File: config.mk
export PLATFORM = sky130hd
export DESIGN_NAME = daq_read_sequencer_flat
export DESIGN_NICKNAME = d
export VERILOG_FILES = /design/src/rtl/daq_pkg.sv /design/src/rtl/daq_read_sequencer_if.sv /design/src/rtl/daq_busy_sync.sv /design/src/rtl/daq_read_sequencer.sv /design/src/flat_wrapper.sv
export SDC_FILE = /design/constraint.sdc
export NUM_CORES = 1
export LEC_CHECK = 0
export ABC_AREA = 1
export BUFFER_PORTS_ARGS = -buffer_cell sky130_fd_sc_hd__buf_2
export CAP_MARGIN = 5
export CELL_PAD_IN_SITES_DETAIL_PLACEMENT = 1
export CELL_PAD_IN_SITES_GLOBAL_PLACEMENT = 2
export CORE_ASPECT_RATIO = 1.2
export CORE_MARGIN = 1.5
export CORE_UTILIZATION = 31
export CTS_BUF_LIST = sky130_fd_sc_hd__clkbuf_2
export DETAILED_ROUTE_END_ITERATION = 10
export PLACE_DENSITY_LB_ADDON = 0.1
export SETUP_SLACK_MARGIN = 0.3
export SLEW_MARGIN = 20
export SYNTH_ARGS = -nofsm -noshare
export SYNTH_HDL_FRONTEND = slang
export SYNTH_HIERARCHICAL = 1
export SYNTH_SLANG_ARGS = --single-unit
File: constraint.sdc
create_clock -name clk_i -period 2.15 [get_ports clk_i]
set_input_delay 0.1075 -clock clk_i [delete_from_list [all_inputs] [get_ports clk_i]]
set_output_delay 0.1075 -clock clk_i [all_outputs]
set_load 0.005 [all_outputs]
File: src/rtl/daq_pkg.sv
`default_nettype none
// ============================================================================
// Module      : daq_pkg
// Description : Shared types and constants for the AD7606 DAQ read sequencer:
//               FSM state encoding, sample word width, header marker nibble
//               and a small helper used to size counters.
// Revision    : 1.0 - initial release
// ============================================================================
package daq_pkg;

  localparam int DAQ_WORD_W = 16;
  localparam logic [3:0] HEADER_MARKER = 4'hA;

  typedef enum logic [3:0] {
    S_IDLE    = 4'd0,
    S_CONV    = 4'd1,
    S_WAIT_HI = 4'd2,
    S_WAIT_LO = 4'd3,
    S_RD_LOW  = 4'd4,
    S_RD_HIGH = 4'd5,
    S_NEXT    = 4'd6,
    S_DONE    = 4'd7,
    S_ABORT   = 4'd8
  } state_t;

  function automatic int imax(input int a, input int b);
    return (a > b) ? a : b;
  endfunction

endpackage
`default_nettype wire

File: src/rtl/daq_read_sequencer_if.sv
`default_nettype none
// ============================================================================
// Module      : daq_read_sequencer_if
// Description : ADC bus and FIFO write port bundle for the DAQ read sequencer.
//   busy        ADC -> seq   asynchronous BUSY, one bit per ADC
//   db          ADC -> seq   shared 16-bit data bus
//   convst      seq -> ADC   conversion start, idle high
//   cs_n        seq -> ADC   active-low chip selects
//   rd_n        seq -> ADC   active-low read strobe
//   fifo_data   seq -> FIFO  write data
//   fifo_wrreq  seq -> FIFO  write strobe
//   fifo_wrfull FIFO -> seq  FIFO full
//   master = sequencer side, slave = ADC/FIFO side.
// Revision    : 1.0 - initial release
// ============================================================================
interface daq_read_sequencer_if #(
  parameter int ADC_COUNT = 4
) ();
  import daq_pkg::*;

  logic [ADC_COUNT-1:0]  busy;
  logic [DAQ_WORD_W-1:0] db;
  logic                  convst;
  logic [ADC_COUNT-1:0]  cs_n;
  logic                  rd_n;
  logic [DAQ_WORD_W-1:0] fifo_data;
  logic                  fifo_wrreq;
  logic                  fifo_wrfull;

  modport master (
    input  busy, db, fifo_wrfull,
    output convst, cs_n, rd_n, fifo_data, fifo_wrreq
  );

  modport slave (
    output busy, db, fifo_wrfull,
    input  convst, cs_n, rd_n, fifo_data, fifo_wrreq
  );
endinterface
`default_nettype wire

File: src/rtl/daq_busy_sync.sv
`default_nettype none
// ============================================================================
// Module      : daq_busy_sync
// Description : Two-flop synchroniser for the ADC BUSY lines plus OR / NOR
//               reduction.
//   clk_i, reset_i  clock and synchronous active-high reset
//   busy_async      raw BUSY inputs (ADC_COUNT bits)
//   any_busy        at least one synchronised BUSY is high
//   all_idle        all synchronised BUSY bits are low
// Revision    : 1.0 - initial release
// ============================================================================
module daq_busy_sync #(
  parameter int ADC_COUNT = 4
) (
  input  wire logic                 clk_i,
  input  wire logic                 reset_i,
  input  wire logic [ADC_COUNT-1:0] busy_async,
  output logic                      any_busy,
  output logic                      all_idle
);

  logic [ADC_COUNT-1:0] r_meta;
  logic [ADC_COUNT-1:0] r_sync;

  always_ff @(posedge clk_i) begin
    if (reset_i) begin
      r_meta <= '0;
      r_sync <= '0;
    end else begin
      r_meta <= busy_async;
      r_sync <= r_meta;
    end
  end

  assign any_busy = |r_sync;
  assign all_idle = ~|r_sync;

endmodule
`default_nettype wire

File: src/rtl/daq_read_sequencer.sv
`default_nettype none
// ============================================================================
// Module      : daq_read_sequencer
// Description : Frame controller for a bank of AD7606 ADCs on a shared bus.
//               Pulses CONVST, waits for BUSY high then low (with timeout),
//               then reads CHANNELS words from each ADC in turn and writes
//               them to the DAQ FIFO. Drops on FIFO full set a sticky overrun.
//   clk_i, reset_i     clock and synchronous active-high reset
//   en_i, trig_i       trigger enable and single-cycle frame start
//   bus (master)       ADC bus and FIFO write port
//   active_o, done_o   frame in progress / one-cycle completion pulse
//   overrun_o          sticky word-dropped flag
//   timeout_o          sticky busy-edge timeout flag
// Build option : DAQ_HEADER_EN - prefix every frame with {4'hA, frame_cnt}.
// Revision    : 1.0 - initial release
// ============================================================================
module daq_read_sequencer
  import daq_pkg::*;
#(
  parameter int ADC_COUNT         = 4,
  parameter int CHANNELS          = 8,
  parameter int RD_LOW_CYCLES     = 4,
  parameter int RD_HIGH_CYCLES    = 3,
  parameter int CONV_PULSE_CYCLES = 5,
  parameter int BUSY_TIMEOUT      = 1000
) (
  input  wire logic clk_i,
  input  wire logic reset_i,
  input  wire logic en_i,
  input  wire logic trig_i,
  daq_read_sequencer_if.master bus,
  output logic      active_o,
  output logic      done_o,
  output logic      overrun_o,
  output logic      timeout_o
);

  localparam int CNT_MAX = imax(imax(RD_LOW_CYCLES, RD_HIGH_CYCLES),
                                imax(CONV_PULSE_CYCLES, BUSY_TIMEOUT));
  localparam int CNT_W   = $clog2(CNT_MAX + 1);
  localparam int ADC_W   = (ADC_COUNT > 1) ? $clog2(ADC_COUNT) : 1;
  localparam int CH_W    = (CHANNELS > 1) ? $clog2(CHANNELS) : 1;

  state_t                r_state;
  logic [CNT_W-1:0]      r_cnt;
  logic [ADC_W-1:0]      r_adc;
  logic [CH_W-1:0]       r_ch;
  logic                  r_convst;
  logic [ADC_COUNT-1:0]  r_cs_n;
  logic                  r_rd_n;
  logic [DAQ_WORD_W-1:0] r_fifo_data;
  logic                  r_fifo_wrreq;
  logic                  r_active;
  logic                  r_done;
  logic                  r_overrun;
  logic                  r_timeout;
`ifdef DAQ_HEADER_EN
  logic [11:0]           r_frame_cnt;
`endif

  logic w_any_busy;
  logic w_all_idle;

  daq_busy_sync #(.ADC_COUNT(ADC_COUNT)) u_busy_sync (
    .clk_i      (clk_i),
    .reset_i    (reset_i),
    .busy_async (bus.busy),
    .any_busy   (w_any_busy),
    .all_idle   (w_all_idle)
  );

  always_ff @(posedge clk_i) begin
    if (reset_i) begin
      r_state      <= S_IDLE;
      r_cnt        <= '0;
      r_adc        <= '0;
      r_ch         <= '0;
      r_convst     <= 1'b1;
      r_cs_n       <= '1;
      r_rd_n       <= 1'b1;
      r_fifo_data  <= '0;
      r_fifo_wrreq <= 1'b0;
      r_active     <= 1'b0;
      r_done       <= 1'b0;
      r_overrun    <= 1'b0;
      r_timeout    <= 1'b0;
`ifdef DAQ_HEADER_EN
      r_frame_cnt  <= '0;
`endif
    end else begin
      r_fifo_wrreq <= 1'b0;
      r_done       <= 1'b0;
      case (r_state)
        S_IDLE: begin
          if (trig_i && en_i) begin
            r_state  <= S_CONV;
            r_active <= 1'b1;
            r_convst <= 1'b0;
            r_cnt    <= '0;
          end
        end
        S_CONV: begin
          if (r_cnt == CNT_W'(CONV_PULSE_CYCLES - 1)) begin
            r_convst <= 1'b1;
            r_cnt    <= '0;
            r_state  <= S_WAIT_HI;
          end else begin
            r_cnt <= r_cnt + 1'b1;
          end
        end
        S_WAIT_HI: begin
          // The first cycle here is the CONVST rise cycle, so the
          // timeout window is measured from that rise.
          if (w_any_busy) begin
            r_cnt   <= '0;
            r_state <= S_WAIT_LO;
          end else if (r_cnt == CNT_W'(BUSY_TIMEOUT - 1)) begin
            r_timeout <= 1'b1;
            r_state   <= S_ABORT;
          end else begin
            r_cnt <= r_cnt + 1'b1;
          end
        end
        S_WAIT_LO: begin
          if (w_all_idle) begin
            r_adc   <= '0;
            r_ch    <= '0;
            r_cnt   <= '0;
            r_cs_n  <= ~ADC_COUNT'(1);
            r_rd_n  <= 1'b0;
            r_state <= S_RD_LOW;
`ifdef DAQ_HEADER_EN
            // Header goes out while the first read strobe starts, so the
            // read phase timing is unchanged by the header.
            r_fifo_data <= {HEADER_MARKER, r_frame_cnt};
            if (bus.fifo_wrfull) r_overrun    <= 1'b1;
            else                 r_fifo_wrreq <= 1'b1;
`endif
          end else if (r_cnt == CNT_W'(BUSY_TIMEOUT - 1)) begin
            r_timeout <= 1'b1;
            r_state   <= S_ABORT;
          end else begin
            r_cnt <= r_cnt + 1'b1;
          end
        end
        S_RD_LOW: begin
          if (r_cnt == CNT_W'(RD_LOW_CYCLES - 1)) begin
            r_cnt       <= '0;
            r_rd_n      <= 1'b1;
            r_state     <= S_RD_HIGH;
            r_fifo_data <= bus.db;
            if (bus.fifo_wrfull) r_overrun    <= 1'b1;
            else                 r_fifo_wrreq <= 1'b1;
          end else begin
            r_cnt <= r_cnt + 1'b1;
          end
        end
        S_RD_HIGH: begin
          if (r_cnt == CNT_W'(RD_HIGH_CYCLES - 1)) begin
            r_cnt <= '0;
            if (r_ch == CH_W'(CHANNELS - 1)) begin
              r_cs_n  <= '1;
              r_state <= S_NEXT;
            end else begin
              r_ch    <= r_ch + 1'b1;
              r_rd_n  <= 1'b0;
              r_state <= S_RD_LOW;
            end
          end else begin
            r_cnt <= r_cnt + 1'b1;
          end
        end
        S_NEXT: begin
          if (r_adc == ADC_W'(ADC_COUNT - 1)) begin
            r_done  <= 1'b1;
            r_state <= S_DONE;
          end else begin
            r_adc   <= r_adc + 1'b1;
            r_ch    <= '0;
            r_cs_n  <= ~(ADC_COUNT'(1) << (r_adc + 1'b1));
            r_rd_n  <= 1'b0;
            r_state <= S_RD_LOW;
          end
        end
        S_DONE: begin
          r_active <= 1'b0;
`ifdef DAQ_HEADER_EN
          r_frame_cnt <= r_frame_cnt + 1'b1;
`endif
          r_state  <= S_IDLE;
        end
        S_ABORT: begin
          r_active <= 1'b0;
          r_state  <= S_IDLE;
        end
        default: r_state <= S_IDLE;
      endcase
    end
  end

  assign bus.convst     = r_convst;
  assign bus.cs_n       = r_cs_n;
  assign bus.rd_n       = r_rd_n;
  assign bus.fifo_data  = r_fifo_data;
  assign bus.fifo_wrreq = r_fifo_wrreq;
  assign active_o       = r_active;
  assign done_o         = r_done;
  assign overrun_o      = r_overrun;
  assign timeout_o      = r_timeout;

endmodule
`default_nettype wire

File: src/flat_wrapper.sv
// flat-port wrapper written by rule: the top's interface ports become plain ports
module daq_read_sequencer_flat import daq_pkg::*;
#(
  parameter int ADC_COUNT         = 4,
  parameter int CHANNELS          = 8,
  parameter int RD_LOW_CYCLES     = 4,
  parameter int RD_HIGH_CYCLES    = 3,
  parameter int CONV_PULSE_CYCLES = 5,
  parameter int BUSY_TIMEOUT      = 1000
)
  (clk_i, reset_i, en_i, trig_i, active_o, done_o, overrun_o, timeout_o, bus_busy, bus_db, bus_fifo_wrfull, bus_convst, bus_cs_n, bus_rd_n, bus_fifo_data, bus_fifo_wrreq);
  daq_read_sequencer_if #(.ADC_COUNT(ADC_COUNT)) bus_i ();
  input  wire logic clk_i;
  input  wire logic reset_i;
  input  wire logic en_i;
  input  wire logic trig_i;
  output logic active_o;
  output logic done_o;
  output logic overrun_o;
  output logic timeout_o;
  input wire logic [$bits(bus_i.busy)-1:0] bus_busy;
  input wire logic [$bits(bus_i.db)-1:0] bus_db;
  input wire logic [$bits(bus_i.fifo_wrfull)-1:0] bus_fifo_wrfull;
  output wire logic [$bits(bus_i.convst)-1:0] bus_convst;
  output wire logic [$bits(bus_i.cs_n)-1:0] bus_cs_n;
  output wire logic [$bits(bus_i.rd_n)-1:0] bus_rd_n;
  output wire logic [$bits(bus_i.fifo_data)-1:0] bus_fifo_data;
  output wire logic [$bits(bus_i.fifo_wrreq)-1:0] bus_fifo_wrreq;
  assign bus_i.busy = bus_busy;
  assign bus_i.db = bus_db;
  assign bus_i.fifo_wrfull = bus_fifo_wrfull;
  assign bus_convst = bus_i.convst;
  assign bus_cs_n = bus_i.cs_n;
  assign bus_rd_n = bus_i.rd_n;
  assign bus_fifo_data = bus_i.fifo_data;
  assign bus_fifo_wrreq = bus_i.fifo_wrreq;
  daq_read_sequencer #(.ADC_COUNT(ADC_COUNT), .CHANNELS(CHANNELS), .RD_LOW_CYCLES(RD_LOW_CYCLES), .RD_HIGH_CYCLES(RD_HIGH_CYCLES), .CONV_PULSE_CYCLES(CONV_PULSE_CYCLES), .BUSY_TIMEOUT(BUSY_TIMEOUT)) u_core (.clk_i(clk_i), .reset_i(reset_i), .en_i(en_i), .trig_i(trig_i), .bus(bus_i), .active_o(active_o), .done_o(done_o), .overrun_o(overrun_o), .timeout_o(timeout_o));
endmodule
# ---- Word-level counts from Yosys, hierarchy flattened
# Cells that the tools add are included.
dict set report op_classes {
  add_sub_neg 3
  n_eq_ne 24
  shift 1
  mux 48
  n_bitwise 4
  reduce_logical 24
}
# cell count
set op_table {}
lappend op_table {{$mux W10} 7}
lappend op_table {{$pmux W10 S6} 1}
lappend op_table {{$mux W4} 11}
lappend op_table {{$pmux W4 S7} 1}
lappend op_table {{$eq A10 B2 Y1 const B} 2}
lappend op_table {{$eq A4 B3 Y1 const B} 4}
lappend op_table {{$mux W1} 13}
lappend op_table {{$mux W3} 4}
lappend op_table {{$pmux W4 S3} 1}
lappend op_table {{$reduce_and A3 Y1} 4}
lappend op_table {{$add A10 B1 Y10 const B} 1}
lappend op_table {{$eq A10 B10 Y1 const B} 1}
lappend op_table {{$eq A10 B3 Y1 const B} 1}
lappend op_table {{$ne A2 B1 Y1 const B} 5}
lappend op_table {{$ne A2 B2 Y1 const B} 5}
lappend op_table {{$reduce_and A5 Y1} 2}
lappend op_table {{$pmux W3 S3} 1}
lappend op_table {{$eq A4 B2 Y1 const B} 2}
lappend op_table {{$mux W2} 4}
lappend op_table {{$reduce_bool A2 Y1} 4}
lappend op_table {{$pmux W1 S2} 3}
lappend op_table {{$reduce_and A2 Y1} 3}
lappend op_table {{$reduce_and A6 Y1} 1}
lappend op_table {{$reduce_bool A6 Y1} 1}
lappend op_table {{19 further kinds} 22}
dict set report word_totals {
  regBits 54
  inputBits 25
  output_inout_bits 27
  wordCells 119
}

# ---- Depth between registers and ports, before layout
dict set report logic_depth {
  word_depth 5
  ltp_mapped 11
  depth_no_buf 11
}

# ---- By module
# Netlist, hierarchy kept.
# module instances cells_per_inst area_per_inst_um2 seq_area_each_um2
set modules_own_cells {}
lappend modules_own_cells {daq_read_sequencer 1 358 2389.8 920.9}
lappend modules_own_cells {daq_busy_sync 1 34 266.5 160.2}

# ---- Worst setup path after synthesis
# OpenSTA, ideal clock, no wires.
dict set report synth_path {
  path_type {flip-flop to flip-flop}
  startpoint {register u_core.r_cnt[1]}
  endpoint {register u_core.r_fifo_data[0] (netlist: u_core/bus.fifo_data[0])}
  setup_ps 71
  t_arrival_ps 1461
  required_ps 2079
  setup_slack_ps 618
  path_stages_with_launch 9
  n_path_buf 1
  synth_period_minus_slack_ps 1532
  path_cell_list {dfxtp_1 -> ha_1 -> nand3_1 -> nor2_1 -> nand2_2 -> inv_2 -> buf_4 -> nand2_1 -> a21oi_1}
}
dict set report synth_via {
  elab_chain_cells 2
}
# item line_no
set synth_rtl {}
lappend synth_rtl {{start: declaration} daq_read_sequencer.sv:45} ;# logic [CNT_W-1:0] r_cnt;
lappend synth_rtl {{start signal: assignment} daq_read_sequencer.sv:108} ;# r_cnt <= r_cnt + 1'b1;
lappend synth_rtl {{start signal: assignment} daq_read_sequencer.sv:121} ;# r_cnt <= r_cnt + 1'b1;
lappend synth_rtl {{start signal: assignment} daq_read_sequencer.sv:143} ;# r_cnt <= r_cnt + 1'b1;
lappend synth_rtl {{$eq A10 B2 Y1} daq_read_sequencer.sv:147} ;# if (r_cnt == CNT_W'(RD_LOW_CYCLES - 1)) begin
lappend synth_rtl {{$reduce_and A2 Y1 (no source line)} -}
lappend synth_rtl {{end signal: assignment} daq_read_sequencer.sv:151} ;# r_fifo_data <= bus.db;
lappend synth_rtl {{end: declaration} daq_read_sequencer.sv:51} ;# logic [DAQ_WORD_W-1:0] r_fifo_data;
# Every way passes these cells.
# A chain may end at the register's enable or synchronous reset.

# ---- Worst setup path in the final report
dict set report layout_path {
  startpoint {register u_core.r_cnt[0]}
  endpoint {register u_core.r_state[3]}
}
dict set report layout_via {
  elab_chain_cells 4
  elab_cells_between_ends 12
  cone_classes {7 x eq/ne; 4 x mux; 1 x reduce/logical}
}
# item line_no
set layout_rtl {}
lappend layout_rtl {{$eq A10 B10 Y1} {daq_read_sequencer.sv:117, daq_read_sequencer.sv:139}}
lappend layout_rtl {{$mux W4} -}
lappend layout_rtl {{$mux W4 (on tied branches)} -}
lappend layout_rtl {{$pmux W4 S7} -}
lappend layout_rtl {{end signal: assignment} daq_read_sequencer.sv:116} ;# r_state <= S_WAIT_LO;
lappend layout_rtl {{end signal: assignment} daq_read_sequencer.sv:119} ;# r_state <= S_ABORT;
lappend layout_rtl {{end signal: assignment} daq_read_sequencer.sv:141} ;# r_state <= S_ABORT;
lappend layout_rtl {{end: declaration} daq_read_sequencer.sv:44} ;# state_t r_state;
# Parallel ways exist; a longest one is shown, timed or not.

==> metrics.cfg <==
[run_status]
outcome = completed

[cells_and_area]
diodes = 0
syn2layout_area_growth_pct = 28.9
drive_gt1_share_pct = 20.3
seq_area_um2 = 1100
final_nets = 505
multi_input_area_um2 = 1390
fillers = 1079

[yosys]
synth-seq-cells = 54
synth-edff-count = 0
synth_fp_nets = 426
synthArstFlopShare_pct = 0
synth_most_common_cell = nand2_1
yosysTopAreaCell = dfxtp_1
synth_area_leaders = dfxtp_1 (41%), nand2_1 (15%), a21oi_1 (7.0%), nor2_1 (6.9%), nand3_1 (6.8%)
syn_inst = 392
synth.top_cells.by_count = nand2_1 (106), dfxtp_1 (54), nor2_1 (49)
yosys_most_used_dff = dfxtp_1
ys_seq_area_share_pct = 40.7
synth.distinct_cells = 27
synth_top_area_share_pct = 40.7
ys_warn_count = 6
syn_area_um2 = 2660
syn_avg_cell_area_um2 = 6.78

[setup_path]
path_cells = inv_1 > ha_1 > inv_1 > nor2_1 > nand4_1 > nand2_2 > nand2_1 > nor2_2 > a21oi_1 > nor2_1
rr_worst_depth = 10
crit_required_ns = 2.54
reg2reg_to = u_core/r_state[3]
end_kind = register
startpoint_type = register
crit_path_max_fanout = 7
critPathArrivalTime_ns = 2.12
crit_family = simple AND/OR/NAND/NOR gates
r2r-start = u_core/r_cnt[0]
worstSetupEndpoint = u_core/r_state[3]
crit_start = u_core/r_cnt[0]
crit_cells = 10
reg2reg_slack_ns = 0.42
max_stage_delay_ns = 0.43
path_class = register to register
worst-path-buf-inv = 2
cp_slowest_cell = dfxtp_2

[global_routing]
use_met1_pct = 22.7
grt.overflow.total = 0
grt_max_degree = 43
busiest_layer = met2
grt_use_met2_pct = 30.1
grtUsageMet3_pct = 3.25
track_usage_pct = 17.7
antenna_found_initial = 0
grt_pass1_wl_mm = 13.0
grt_pass1_vias = 2771

[die]
std_cell_rows = 36
core_region_area_um2 = 8200
fp.dieH_um = 104
start_util_pct = 32.4
die_area_um2 = 9140
dieWidth_um = 87.5
num_io_pins = 52

[hold_path]
hold_class = input port to register
worstHoldPathCells = 3

[clocking]
numCtsBuffers = 5
cts.sinks = 54
root_buffer = clkbuf_2
clk_latency_ns = 0.45
cts_htree_levels = 2
clockBufferDepth = 2
cts.reportedPaths.clkPinSlew_ns = 0.30
cts_tree = done

[sta]
max-slew-margin-rel_pct = 62.2
rsz0062_at_grt = true
fin_crit_ns = 1.73
fin_crit_sh_pct = 80.4
tightestPinTransition_ns = 0.566
fin_setup_tns_ns = 0
skew_ns = 0.0224
fmax_ghz = 0.579
maxSlewViolCount = 0
hold_viol = 0
setup_violations = 0

[detailed_routing]
wl_mm = 7.87
drt_iter0_drc = 78
postRouteAntennaNets = 0
via_count = 2742
firstDrtPassIters = 4
avgViaCountPerCell = 4.68
drc = 0
wl_per_cell_um = 13.4

[placed_design]
gp_congestion = 0.872
hpwl_mm = 5.85
io_buffer_count = 51

[power]
comb_power_share_pct = 23.1
intPower_w = 0.00145
p_leak_nw = 1.53
power_frac_seq_pct = 51.3
switchingPower_w = 0.000721
ir_drop_v = 0.000262
swShare_pct = 33.3
p_clk_share_pct = 25.5
p_per_area_nw_per_um2 = 633
finalPower_w = 0.00217

[run]
drv_cap = 0

## power groups by stage
stage               clock network, W  registers [W]  logic [W]
floorplan                          0        0.00111   0.000285
global placement                   0        0.00111   0.000446
detailed placement                 0        0.00112   0.000451
CTS                         0.000578        0.00110   0.000484
global route                0.000612        0.00112   0.000569
finish                      0.000554        0.00111   0.000502
## per-layer routing
metal  up-vias  wire (um)
li1       1406          -
met1      1262       3560
met2        61       3810
met3        13        340
met5         -          0
met4         0        155
## tightest hold or removal path, stage by stage
cell	delay, ns
buf_2	0.09
inv_1	0.24
nand3_1	0.17
## cells by family after synthesis
logic type,Yosys count,share of synthesized area (%)
xor+xnor,2,0.660
buf+inv,59,8.86
flops,54,40.7
compound gates,53,10.4
fa+ha+maj,9,4.24
simple gates,215,35.2
## worst min path at each step
stage / startpoint / endpoint / slack, ns
final: reset_i / u_core/bus.cs_n[1] / 0.16
after global routing: reset_i / u_core/bus.rd_n / 0.15
after CTS: reset_i / u_core/bus.rd_n / 0.15
after detailed placement: bus_fifo_wrfull / u_core/bus.fifo_wrreq / 0.29
after global placement: bus_fifo_wrfull / u_core/bus.fifo_wrreq / 0.30
after floorplan: bus_fifo_wrfull / u_core/bus.fifo_wrreq / 0.19
## stage by stage
step,hold WS [ns],cell area (um2),setup slack [ns],util [%],cells
2_1_floorplan,0.187,2660,0.618,-,392
3_3_place_gp,0.299,3050,0.327,37.2,554
3_5_place_dp,0.294,3050,0.258,37.2,554
4_1_cts,0.153,3350,0.303,40.9,585
5_1_grt,0.149,3420,0.277,41.8,586
6_report,0.162,3420,0.422,41.8,586
## state kept, by name, indices dropped and copies added, names as in the netlist
register	count
u_core/done_o	1
u_core/bus.convst	1
u_core/r_adc	2
u_core/r_ch	3
u_core/active_o	1
u_core/timeout_o	1
u_core/bus.fifo_wrreq	1
u_core/bus.cs_n	4
u_core/r_state	4
u_core/u_busy_sync/r_sync	4
u_core/r_cnt	10
u_core/bus.fifo_data	16
u_core/u_busy_sync/r_meta	4
u_core/overrun_o	1
u_core/bus.rd_n	1
## layout make-up
type                       instances  area share, %
clock buffer                       5          0.731
clock inverter                     3           1.28
inverter                          50           5.48
multi-input combinational        279           40.6
sequential                        54           32.0
tap                              114           4.17
timing repair buffer              81           15.7
## cell usage in the layout (no fill, tap or decap)
cell           instances
bufinv_16              1
o21ai_4                1
buf_2                 51
xnor2_1                2
inv_6                  1
ha_2                   1
dfxtp_4                3
o31ai_1                1
nand2_2                4
or2_2                  1
inv_1                 48
nor3_1                 4
nor3_4                 1
nand3b_1               1
a21oi_1               37
o2111ai_1              1
inv_2                  2
ha_1                   8
nand3_1               33
nor2_2                 6
dfxtp_2                3
o21ai_0               11
nand2_1              103
nor3_2                 3
clkinv_2               1
nor2_1                44
buf_4                  7
nand4_1               10
o21ai_1                2
clkbuf_2               5
nor2_4                 2
dlygate4sd3_1         23
nand3_2                3
dfxtp_1               48
## what timing repair did
item,in CTS,in global routing
gates resized for setup,2,22
hold buffers,23,0
endpoints found under the setup margin,8,30
pin swaps,0,2
endpoints found under the hold margin,23,0
setup buffers,0,1
No activity file was read; power rests on OpenSTA's default activity.
